--- src/rtl/snn_lif_pkg.sv ---
// Shared definitions for the time-multiplexed LIF neuron array.
//   lif_state_e  : sweep controller states
//   Leak*        : leak_mode encodings (LeakRsvd behaves like LeakNone)
//   sat_max/min  : two's-complement saturation limits for a given width, returned
//                  zero-extended in 64 bits; callers keep the low `width` bits.
package snn_lif_pkg;

  typedef enum logic [1:0] {
    StIdle  = 2'd0,
    StSweep = 2'd1,
    StDone  = 2'd2
  } lif_state_e;

  localparam logic [1:0] LeakNone   = 2'd0;
  localparam logic [1:0] LeakShift  = 2'd1;
  localparam logic [1:0] LeakLinear = 2'd2;
  localparam logic [1:0] LeakRsvd   = 2'd3;

  function automatic logic [63:0] sat_max(int unsigned width);
    sat_max = (64'd1 << (width - 1)) - 64'd1;
  endfunction

  function automatic logic [63:0] sat_min(int unsigned width);
    sat_min = 64'd1 << (width - 1);
  endfunction

endpackage

--- src/rtl/lif_update_ac.sv ---
// Combinational per-neuron timestep update: refractory countdown, leak, threshold.
// Ports:
//   v_in, cnt_in                : current membrane potential and refractory counter
//   leak_mode, leak_const       : leak selection and linear leak magnitude
//   threshold, reset_potential  : firing threshold and post-spike / refractory potential
//   refrac_cycles               : counter value loaded on a spike
//   v_out, cnt_out, spike       : next state and spike flag
module lif_update_ac
  import snn_lif_pkg::*;
#(
  parameter int unsigned DATA_WIDTH   = 16,
  parameter int unsigned REFRAC_WIDTH = 4,
  parameter int unsigned LEAK_SHIFT   = 4
) (
  input  logic signed [DATA_WIDTH-1:0]   v_in,
  input  logic        [REFRAC_WIDTH-1:0] cnt_in,
  input  logic        [1:0]              leak_mode,
  input  logic        [DATA_WIDTH-1:0]   leak_const,
  input  logic signed [DATA_WIDTH-1:0]   threshold,
  input  logic signed [DATA_WIDTH-1:0]   reset_potential,
  input  logic        [REFRAC_WIDTH-1:0] refrac_cycles,
  output logic signed [DATA_WIDTH-1:0]   v_out,
  output logic        [REFRAC_WIDTH-1:0] cnt_out,
  output logic                           spike
);

  logic signed [DATA_WIDTH:0]   vx;
  logic signed [DATA_WIDTH:0]   lx;
  logic signed [DATA_WIDTH:0]   lin_dn;
  logic signed [DATA_WIDTH:0]   lin_up;
  logic signed [DATA_WIDTH-1:0] leaked;

  always_comb begin
    vx     = {v_in[DATA_WIDTH-1], v_in};
    lx     = {1'b0, leak_const};
    lin_dn = vx - lx;
    lin_up = vx + lx;

    leaked = v_in;
    case (leak_mode)
      LeakShift: leaked = v_in - (v_in >>> LEAK_SHIFT);
      LeakLinear: begin
        // Move toward zero but never across it.
        if (!vx[DATA_WIDTH] && (vx != '0)) begin
          leaked = (!lin_dn[DATA_WIDTH] && (lin_dn != '0)) ? lin_dn[DATA_WIDTH-1:0] : '0;
        end else if (vx[DATA_WIDTH]) begin
          leaked = lin_up[DATA_WIDTH] ? lin_up[DATA_WIDTH-1:0] : '0;
        end else begin
          leaked = '0;
        end
      end
      LeakNone, LeakRsvd: leaked = v_in;
      default: leaked = v_in;
    endcase

    v_out   = leaked;
    cnt_out = '0;
    spike   = 1'b0;
    if (cnt_in != '0) begin
      // Refractory neurons are clamped and skip leak and threshold entirely.
      v_out   = reset_potential;
      cnt_out = cnt_in - REFRAC_WIDTH'(1);
    end else if (leaked >= threshold) begin
      v_out   = reset_potential;
      cnt_out = refrac_cycles;
      spike   = 1'b1;
    end
  end

endmodule

--- src/rtl/lif_neuron_array_ac.sv ---
// Array of leaky integrate-and-fire neurons sharing one accumulate-only datapath.
// Synaptic events are integrated while idle; a timestep request sweeps every neuron
// once (leak, threshold, refractory) and emits spikes through a ready/valid port.
// Ports:
//   clk, rst_n                              : clock, async active-low reset
//   ev_valid/ev_ready, ev_neuron_id,
//   ev_weight, ev_excitatory                : synaptic event input (accepted in idle only)
//   step_start / step_done                  : timestep request / end-of-sweep pulse
//   leak_mode, leak_const, threshold,
//   reset_potential, refrac_cycles          : neuron model configuration
//   spk_valid/spk_ready, spk_neuron_id      : spike output
//   rd_addr / rd_vmem                       : membrane readback, one-cycle latency
//   ac_op_count, refrac_drop_count,
//   spike_count, stats_clear                : statistics counters and clear
module lif_neuron_array_ac
  import snn_lif_pkg::*;
#(
  parameter int unsigned NUM_NEURONS  = 16,
  parameter int unsigned DATA_WIDTH   = 16,
  parameter int unsigned WEIGHT_WIDTH = 8,
  parameter int unsigned LEAK_SHIFT   = 4,
  parameter int unsigned REFRAC_WIDTH = 4,
  parameter int unsigned ID_WIDTH     = $clog2(NUM_NEURONS)
) (
  input  logic                           clk,
  input  logic                           rst_n,
  input  logic                           ev_valid,
  output logic                           ev_ready,
  input  logic        [ID_WIDTH-1:0]     ev_neuron_id,
  input  logic signed [WEIGHT_WIDTH-1:0] ev_weight,
  input  logic                           ev_excitatory,
  input  logic                           step_start,
  output logic                           step_done,
  input  logic        [1:0]              leak_mode,
  input  logic        [DATA_WIDTH-1:0]   leak_const,
  input  logic signed [DATA_WIDTH-1:0]   threshold,
  input  logic signed [DATA_WIDTH-1:0]   reset_potential,
  input  logic        [REFRAC_WIDTH-1:0] refrac_cycles,
  output logic                           spk_valid,
  input  logic                           spk_ready,
  output logic        [ID_WIDTH-1:0]     spk_neuron_id,
  input  logic        [ID_WIDTH-1:0]     rd_addr,
  output logic signed [DATA_WIDTH-1:0]   rd_vmem,
  output logic        [31:0]             ac_op_count,
  output logic        [31:0]             refrac_drop_count,
  output logic        [31:0]             spike_count,
  input  logic                           stats_clear
);

  localparam logic [ID_WIDTH-1:0]          LastId = ID_WIDTH'(NUM_NEURONS - 1);
  localparam logic signed [DATA_WIDTH-1:0] VMax   = DATA_WIDTH'(sat_max(DATA_WIDTH));
  localparam logic signed [DATA_WIDTH-1:0] VMin   = DATA_WIDTH'(sat_min(DATA_WIDTH));
  localparam logic signed [DATA_WIDTH:0]   VMaxX  = {1'b0, VMax};
  localparam logic signed [DATA_WIDTH:0]   VMinX  = {1'b1, VMin};

  // Neuron state: plain register arrays.
  logic signed [DATA_WIDTH-1:0]   v_q   [NUM_NEURONS];
  logic        [REFRAC_WIDTH-1:0] cnt_q [NUM_NEURONS];

  lif_state_e                   state_q;
  logic        [ID_WIDTH-1:0]   idx_q;
  logic                         swept_q;  // all neurons updated, draining last spike
  logic                         spk_valid_q;
  logic        [ID_WIDTH-1:0]   spk_id_q;
  logic                         step_done_q;
  logic signed [DATA_WIDTH-1:0] rd_vmem_q;
  logic        [31:0]           ac_q, drop_q, spk_cnt_q;

  // Event integration
  logic                         ev_fire;
  logic                         ev_refrac;
  logic signed [DATA_WIDTH:0]   ev_vx, ev_wx, ev_sum;
  logic signed [DATA_WIDTH-1:0] ev_v_new;

  always_comb begin
    ev_fire   = ev_valid && (state_q == StIdle);
    ev_refrac = (cnt_q[ev_neuron_id] != '0);
    ev_vx     = {v_q[ev_neuron_id][DATA_WIDTH-1], v_q[ev_neuron_id]};
    ev_wx     = {{(DATA_WIDTH + 1 - WEIGHT_WIDTH){ev_weight[WEIGHT_WIDTH-1]}}, ev_weight};
    ev_sum    = ev_excitatory ? (ev_vx + ev_wx) : (ev_vx - ev_wx);
    if (ev_sum > VMaxX) begin
      ev_v_new = VMax;
    end else if (ev_sum < VMinX) begin
      ev_v_new = VMin;
    end else begin
      ev_v_new = ev_sum[DATA_WIDTH-1:0];
    end
  end

  // Sweep update for the neuron under the index
  logic signed [DATA_WIDTH-1:0]   upd_v;
  logic        [REFRAC_WIDTH-1:0] upd_cnt;
  logic                           upd_spike;
  logic                           sweeping;
  logic                           stall;

  lif_update_ac #(
    .DATA_WIDTH  (DATA_WIDTH),
    .REFRAC_WIDTH(REFRAC_WIDTH),
    .LEAK_SHIFT  (LEAK_SHIFT)
  ) u_update (
    .v_in           (v_q[idx_q]),
    .cnt_in         (cnt_q[idx_q]),
    .leak_mode      (leak_mode),
    .leak_const     (leak_const),
    .threshold      (threshold),
    .reset_potential(reset_potential),
    .refrac_cycles  (refrac_cycles),
    .v_out          (upd_v),
    .cnt_out        (upd_cnt),
    .spike          (upd_spike)
  );

  always_comb begin
    sweeping = (state_q == StSweep) && !swept_q;
    // Only a second spike needs the output register; non-spiking neurons proceed.
    stall    = spk_valid_q && !spk_ready && upd_spike;
  end

  always_ff @(posedge clk or negedge rst_n) begin
    if (!rst_n) begin
      state_q     <= StIdle;
      idx_q       <= '0;
      swept_q     <= 1'b0;
      spk_valid_q <= 1'b0;
      spk_id_q    <= '0;
      step_done_q <= 1'b0;
      for (int i = 0; i < int'(NUM_NEURONS); i++) begin
        v_q[i]   <= '0;
        cnt_q[i] <= '0;
      end
    end else begin
      step_done_q <= 1'b0;
      unique case (state_q)
        StIdle: begin
          if (ev_fire && !ev_refrac) begin
            v_q[ev_neuron_id] <= ev_v_new;
          end
          if (step_start) begin
            state_q <= StSweep;
            idx_q   <= '0;
            swept_q <= 1'b0;
          end
        end
        StSweep: begin
          if (!swept_q) begin
            if (!stall) begin
              v_q[idx_q]   <= upd_v;
              cnt_q[idx_q] <= upd_cnt;
              if (upd_spike) begin
                spk_valid_q <= 1'b1;
                spk_id_q    <= idx_q;
              end else if (spk_ready) begin
                spk_valid_q <= 1'b0;
              end
              if (idx_q == LastId) begin
                idx_q <= '0;
                if (!upd_spike && (!spk_valid_q || spk_ready)) begin
                  state_q     <= StDone;
                  step_done_q <= 1'b1;
                end else begin
                  swept_q <= 1'b1;
                end
              end else begin
                idx_q <= idx_q + ID_WIDTH'(1);
              end
            end
          end else if (!spk_valid_q || spk_ready) begin
            // Last spike handshake done; only now is the step complete.
            spk_valid_q <= 1'b0;
            swept_q     <= 1'b0;
            state_q     <= StDone;
            step_done_q <= 1'b1;
          end
        end
        StDone: state_q <= StIdle;
        default: state_q <= StIdle;
      endcase
    end
  end

  always_ff @(posedge clk or negedge rst_n) begin
    if (!rst_n) begin
      rd_vmem_q <= '0;
    end else begin
      rd_vmem_q <= v_q[rd_addr];
    end
  end

  always_ff @(posedge clk or negedge rst_n) begin
    if (!rst_n) begin
      ac_q      <= '0;
      drop_q    <= '0;
      spk_cnt_q <= '0;
    end else if (stats_clear) begin
      ac_q      <= '0;
      drop_q    <= '0;
      spk_cnt_q <= '0;
    end else begin
      if (ev_fire && !ev_refrac) ac_q <= ac_q + 32'd1;
      if (ev_fire && ev_refrac) drop_q <= drop_q + 32'd1;
      if (sweeping && !stall && upd_spike) spk_cnt_q <= spk_cnt_q + 32'd1;
    end
  end

  assign ev_ready          = (state_q == StIdle);
  assign step_done         = step_done_q;
  assign spk_valid         = spk_valid_q;
  assign spk_neuron_id     = spk_id_q;
  assign rd_vmem           = rd_vmem_q;
  assign ac_op_count       = ac_q;
  assign refrac_drop_count = drop_q;
  assign spike_count       = spk_cnt_q;

endmodule

--- config.mk ---
export PLATFORM = sky130hd
export DESIGN_NAME = lif_neuron_array_ac
export DESIGN_NICKNAME = d
export VERILOG_FILES = /design/src/rtl/snn_lif_pkg.sv /design/src/rtl/lif_update_ac.sv /design/src/rtl/lif_neuron_array_ac.sv
export SDC_FILE = /design/constraint.sdc
export NUM_CORES = 1
export LEC_CHECK = 0
export CORE_UTILIZATION = 45
export CTS_CLUSTER_DIAMETER = 150
export DETAILED_ROUTE_END_ITERATION = 8
export GPL_TIMING_DRIVEN = 0
export PLACE_DENSITY = 0.71
export SETUP_SLACK_MARGIN = 0.15
export SLEW_MARGIN = 20
export SYNTH_ARGS = -nofsm -noshare
export SYNTH_HDL_FRONTEND = slang
export SYNTH_SLANG_ARGS = --single-unit
--- constraint.sdc ---
create_clock -name clk -period 9.7 [get_ports clk]
set_input_delay 1.455 -clock clk [delete_from_list [all_inputs] [get_ports clk]]
set_output_delay 1.455 -clock clk [all_outputs]
set_load 0.02 [all_outputs]
# Yosys cells after proc, flatten, opt, wreduce, memory -nomap -nowiden
# Index checks and enable logic that the tools add are counted.
# totals
romBits,0
ramBits,0
ff_bits,445
inputBits,77
n_memories,0
latch_bits,0
# op_classes
n_mux,78
n_lt_le_gt_ge,8
multipliers,0
add_sub_neg,10
n_div,0
shifts,0
eq_ne,15
reduce_logical,41
bitwise,5
# op_table
cell,count
$mux W256,3
$bwmux W256,2
$pmux W256 S2,1
$mux W16,16
$bmux W16 S4,3
$mux W32,6
$demux W16 S4,2
$add A32 B1 Y32 const B,3
$bwmux W64,1
$pmux W16 S3,1
$mux W4,11
$reduce_bool A17 Y1,2
$bmux W4 S4,2
$mux W1,19
$add A16 B17 Y17,1
$add A16 B8 Y17,1
$gt A17 B16 Y1 const B,1
$lt A17 B16 Y1 const B,1
$mux W17,1
$sub A16 B17 Y17,1
$sub A16 B8 Y17,1
$demux W4 S4,1
$ge A16 B16 Y1,1
$reduce_and A4 Y1,4
other kinds (29),72

# Depth between registers and ports, before layout
# Gate-level depths: netlist of the first run.
# depth
depth_word,20
mapped_depth,33
ltp_nobuf,27

# By module
# Synthesis of the first run repeated with hierarchy kept, for this count alone.
# unflattened
cells_unflattened,3068
hier_area_um2,31382.6
# modules_own_cells
mod,cells_each,instances,area_each_um2,seq_area_each_um2
lif_neuron_array_ac,2493,1,27441.3,11135.7
lif_update_ac,575,1,3941.3,0.0

# Least setup slack after synthesis of the first run
# OpenSTA, ideal clock, no wires.
# synth_path
path_kind,register -> register
startpoint,register idx_q[0]
endpoint,register v_q[109] in the netlist's numbering
period_less_slack_ps,7269
setup_ps,129
t_arrival_ps,7140
slack_ps,2431
stages_incl_launch_ff,33
cell_sequence,dfrtp_1 > buf_6 > buf_8 > buf_6 > mux4_2 > a22oi_1 > nand2_1 > inv_1 > ha_1 > inv_1 > fa_1 > a211oi_1 > o31ai_1 > a211oi_1 > or3_1 > nand3_1 > or4_1 > o21a_1 > a211oi_1 > nor3_1 > ha_1 > nor2b_1 > o21a_1 > o311ai_0 > a21oi_1 > a21oi_1 > nand2b_1 > clkbuf_1 > clkbuf_1 > clkbuf_1 > nor2_1 > a221oi_1 > a21oi_1
# synth_between
elab_chain_len,17
word_cells_on_any_way,39
classes_between,3 x add/sub; 3 x order compare; 1 x eq/ne; 21 x mux; 1 x bitwise; 10 x reduce/logical
# synth_rtl
item,line,source
"start, declared",lif_neuron_array_ac.sv:61,logic [ID_WIDTH-1:0] idx_q;
"start signal, assigned",lif_neuron_array_ac.sv:165,idx_q <= idx_q + ID_WIDTH'(1);
$not A4 Y5 (implied by the code) *,"lif_neuron_array_ac.sv:102, lif_neuron_array_ac.sv:103, lif_neuron_array_ac.sv:148",
$bmux W16 S4,lif_neuron_array_ac.sv:102,".v_in (v_q[idx_q]),"
$mux W16 (implied by the code) (2 in a row),lif_neuron_array_ac.sv:102,
$sub A16 B17 Y17,lif_update_ac.sv:36,lin_dn = vx - lx;
$reduce_bool A17 Y1 or $logic_not A1 Y1 (tied branches),lif_update_ac.sv:45,leaked = (!lin_dn[DATA_WIDTH] && (lin_dn != '0)) ? lin_dn[DATA_WIDTH-1:0] : '0;
$logic_and A1 B1 Y1,lif_update_ac.sv:45,
$mux W16,lif_update_ac.sv:45,
$mux W16,lif_update_ac.sv:44,if (!vx[DATA_WIDTH] && (vx != '0)) begin
$pmux W16 S3,lif_update_ac.sv:40,case (leak_mode)
$ge A16 B16 Y1,lif_update_ac.sv:63,end else if (leaked >= threshold) begin
$mux W16,lif_update_ac.sv:63,
$mux W16,lif_update_ac.sv:59,if (cnt_in != '0) begin
$bwmux W256,lif_neuron_array_ac.sv:148,v_q[idx_q] <= upd_v;
$mux W256,lif_neuron_array_ac.sv:147,if (!stall) begin
$mux W256,lif_neuron_array_ac.sv:146,if (!swept_q) begin
$pmux W256 S2,lif_neuron_array_ac.sv:134,unique case (state_q)
"end signal, assigned by index",lif_neuron_array_ac.sv:137,v_q[ev_neuron_id] <= ev_v_new;
"end signal, assigned by index",lif_neuron_array_ac.sv:148,
"end, declared",lif_neuron_array_ac.sv:57,logic signed [DATA_WIDTH-1:0] v_q [NUM_NEURONS];
# Every way passes the cells marked *; elsewhere a longest branch is shown, timed or not. The select of a mux whose other input is x is not followed.
# A chain may end at the register's enable or synchronous reset.

# Final worst setup path of the first run
# layout_path
startpoint,register idx_q[1]
endpoint,register v_q[74] in the netlist's numbering
# The elaborated chain is that of the path after synthesis.

==> flow_summary.rst, run 1 <==
.. list-table::
   :header-rows: 1

   * - Metric
     - Value
   * - Share of async-settable or async-resettable flops after synthesis
     - 100%
   * - Number of H-tree branching levels
     - 2
   * - Crit Path Max Fanout
     - 10
   * - Fraction of power consumed by combinational cells
     - around 68%
   * - Critical path class
     - flip-flop to flip-flop
   * - Register bit count reported by yosys
     - 445
   * - Inserted Clock Buffers
     - 52
   * - All-layer global routing usage
     - between 40 and 50%
   * - Post-Route Hold Slack
     - roughly 480 ps
   * - Fraction of power spent switching nets
     - 54.2%
   * - Power Dens Cells
     - approximately 450 mW/mm^2
   * - Routability cong.
     - approximately 1.1
   * - Cell with the largest stage delay on the worst path
     - a2111oi_4
   * - Crit-path most repeated cell
     - buf_4
   * - Number of global-route vias before repair
     - 29300
   * - Worst hold path type
     - flip-flop to flip-flop
   * - Number of filler instances in the final layout
     - 6247
   * - Total negative setup slack
     - 0 ps
   * - Final hold violation count
     - 0
   * - Period utilization
     - 98.8%
   * - Clock-pin slew of the registers on the worst-case setup and hold paths
     - ~60 ps
   * - Highest cell delay on the worst timing path
     - about 540 ps
   * - Standard-cell row count
     - 96
   * - Max Clk Rate
     - around 0.10 GHz
   * - Area Overhead vs Synth
     - 16.9%
   * - Post-detailed-route count of antenna-violating nets
     - 0
   * - Placed cell areas
     - 0.0345 sq mm
   * - Total half-perimeter wirelength after legalization and detailed placement
     - approximately 110 mm
   * - Longest Clk Path Bufs
     - 3
   * - Final Skew
     - 29.3 ps
   * - Placeable Area
     - around 0.07 sq mm
   * - Setup repair after global routing missed its margin
     - no
   * - Iteration-0 DRC Markers
     - about 5300
   * - Critical Path End Type
     - flip-flop
   * - Final Critical Period
     - between 9000 and 10000 ps
   * - Clock tree from TritonCTS
     - done
   * - Number of synthesized flops with an enable pin
     - 0
   * - WL/cell
     - between 30 and 40 um
   * - Largest vdd supply drop
     - between 0.2 and 0.3 mV
   * - Total net switching power
     - 9.00 mW
   * - YS warnings
     - 0
   * - Wire length of the first global-routing pass
     - roughly 210 mm
   * - Part of the power in the clock network
     - 12.9%
   * - DRC Markers
     - 0
   * - DIE AREA
     - slightly above 0.07 sq mm
   * - Most area-consuming cells after synthesis
     - dfrtp_1, mux4_2, nand2_1
   * - Multi-input gate area in the final layout
     - around 0.019 sq mm
   * - Pleak
     - roughly 15 nW
   * - Main flop type after synthesis
     - dfrtp_1
   * - Via total after detailed routing
     - about 31000
   * - Critical path data arrival time
     - ~10000 ps
   * - Mean cell area of the mapped netlist
     - approximately 10 sq um
   * - Initial Utilization
     - between 40 and 50%
   * - Insertion delay to the later sink of the worst-skew pair
     - 630 ps
   * - Worst-Margin Slew
     - about 1400 ps
   * - Final instance area
     - 0.0366 sq mm
   * - Final setup fails
     - 0
   * - Nets in the synthesized netlist
     - 3294
   * - Worst setup margin
     - roughly 110 ps
   * - Initial antenna violation count
     - 4
   * - Yosys top cell area share
     - approximately 36%
   * - Gate Count Post-Synth
     - just over 3000
   * - Sequential cell area
     - roughly 0.011 sq mm
   * - Internal Dissipation
     - around 7.6 mW
   * - Ports placed on the boundary
     - around 200
   * - Die outline height
     - roughly 270 um
   * - Layout cell share with drive strength beyond 1
     - roughly 16%
   * - Part of the total power dissipated in sequential elements
     - 19.1%
   * - IO buf count
     - 186
   * - Cell type with the highest aggregate area in the netlist
     - dfrtp_1
   * - Total Routed Length
     - roughly 150 mm
   * - Sort of element at the start of the critical path
     - flip-flop
   * - Aggregate global routing overflow
     - 0
   * - Pre-Repair DR Iteration Count
     - 9
   * - Number of nets in the finished design
     - 3541
   * - Slew Viols, Final
     - 0
   * - Rel. slew slack
     - approximately 7.8%
   * - Number of distinct standard cells referenced by the synthesized netlist
     - 101
   * - CTS Root Cell
     - clkbuf_16
   * - Die width
     - around 270 um
   * - Proportion of synthesized chip area in sequential cells
     - 35.6%
   * - CTS Sinks
     - about 450
   * - Worst-case setup slack after placement
     - -1380 ps
   * - Critical Path RT
     - around 10000 ps
   * - Result of the run
     - completed
   * - Largest net degree at the start of global routing
     - between 90 and 100
   * - Number of max-cap violations
     - 0
   * - Avg Vias per Cell
     - between 7 and 8
   * - Combined area of all synthesized cells
     - between 0.03 and 0.04 sq mm
[cells by family after synthesis]
kind of cell	after synthesis	synth area share, %
AOI/OAI and AO/OA	829	18.5
DFF	445	35.6
adders and majority gates	104	4.25
and+or+nand+nor	1030	15.2
buffers and inverters	313	4.23
muxes	267	18.6
xor gates and xnor gates	126	3.60
[layout make-up]
type	count	area share, %
inverters	93	0.955
clock inverters	16	0.746
multi-input cells	2356	52.0
repair buffers	193	5.52
diodes	6	0.0411
flip-flops and latches	445	30.5
well taps	931	3.19
clock buffers	74	4.20
plain buffers	220	2.90
[cells in the final DEF, fill, tap and decap left out, drive strengths merged, types with 11 or more instances in the layout]
master         instances
o211ai                19
ha                    99
a32oi                 18
o21ai                236
buf                   95
nand3                 82
mux4                 251
o221ai               118
clkbuf               206
o21bai                13
nand2b                15
a21oi                130
nor4                  26
a211oi                12
and2                  27
mux2i                 12
and4                  17
or3                   30
nor2                 226
o22ai                 15
or2                   11
a31oi                 18
a22o                  16
nor3                  68
nand4                 26
a221oi                18
nor2b                 27
inv                   93
a22oi                 81
a21o                  18
nand2                419
a2bb2oi               20
xor2                  79
o21a                  27
dfrtp                445
clkdlybuf4s50        185
xnor2                 46
and3                  36
[worst paths after layout]
| check | startpoint | endpoint | slack [ps] | cells after the start |
|---|---|---|---|---|
| min in group asynchronous | rst_n | spike_count[8] | 690 | 1 |
| worst min register to register | spk_neuron_id[1] | spk_neuron_id[1] | 480 | 2 |
| worst max-delay path | idx_q[1] | v_q[74] | 110 | 29 |
| worst max register to register | idx_q[1] | v_q[74] | 110 | 29 |
| worst min-delay path | spk_neuron_id[1] | spk_neuron_id[1] | 480 | 2 |
| max in group asynchronous | rst_n | v_q[66] | 7040 | 5 |
[Yosys cell counts (9+ instances only)]
cell type  number
a21oi_1       130
o211ai_1       19
o21ai_1        65
a211oi_1       12
mux2i_1        11
a2bb2oi_1      19
buf_2          54
ha_1           99
dfrtp_1       445
o21a_1         27
or3_1          30
buf_1          23
nor2_1        225
o221ai_1      109
o22ai_1        14
o21ai_0       162
and4_1         17
inv_1          90
clkbuf_1      130
a32oi_1        18
a22oi_1        81
nand4_1        26
a221oi_1       17
a22o_1         16
nor4_1         24
nor3_1         68
and3_1         36
mux4_2        250
o21ai_2         9
nand2_1       416
nor2b_1        27
or2_2          11
o21bai_1       13
a21o_1         18
nand2b_1       15
a31oi_1        15
xor2_1         79
and2_1         25
nand3_1        82
xnor2_1        45
[routing by layer]
layer | vias up | share of wire (%) | global-route usage [%]
li1 | 12400 | - | -
met1 | 15200 | 36 | 53.2
met2 | 2680 | 41 | 60.5
met3 | 724 | 15 | 19.9
met4 | 6 | 8.4 | 29.3
met5 | - | 0.083 | 1.25
[critical path: cells and delay by family, from the launching register on]
family | cells | cell delay, ps
compound gates | 12 | 3720
fa+ha+maj | 2 | 750
flops | 1 | 460
buf+inv | 6 | 2190
mux | 1 | 390
simple gates | 8 | 1930
[through the flow]
step	util [%]	instances	total power [mW]
global route	53.2	4330	17.1
floorplan	-	3114	9.91
detailed placement	50.2	4237	13.7
finish	53.2	4334	16.6
CTS	53.0	4327	16.0
global placement	49.9	4231	13.6
[repair_timing]
action                                  in CTS  in global routing
endpoints found under the setup margin     336                340
resized for setup                           45                 33
buffers inserted                             0                  1
hold buffers                                 0                  0
pin swaps                                    0                  1
[power by group through the flow]
stage	clock [mW]	combinational (mW)	sequential, mW
2_1_floorplan	0	6.93	2.97
3_3_place_gp	0	10.5	3.13
3_5_place_dp	0	10.6	3.14
4_1_cts	2.13	10.7	3.12
5_1_grt	2.20	11.7	3.22
6_report	2.15	11.3	3.17
[state kept, by name, indices dropped and copies added, names as in the netlist]
signal and count:
v_q 256, cnt_q 64, ac_op_count 32, refrac_drop_count 32
spike_count 32, rd_vmem 16, idx_q 4, spk_neuron_id 4
state_q 2, spk_valid 1, step_done 1, swept_q 1
(Power assumes the default switching activity.)
==> run 2: changes to the inputs <==
- ABC_CLOCK_PERIOD_IN_PS: unset -> 9700
==> results of run 2 <==
No change in the layout: final DEF, timing and power equal those of run 1.
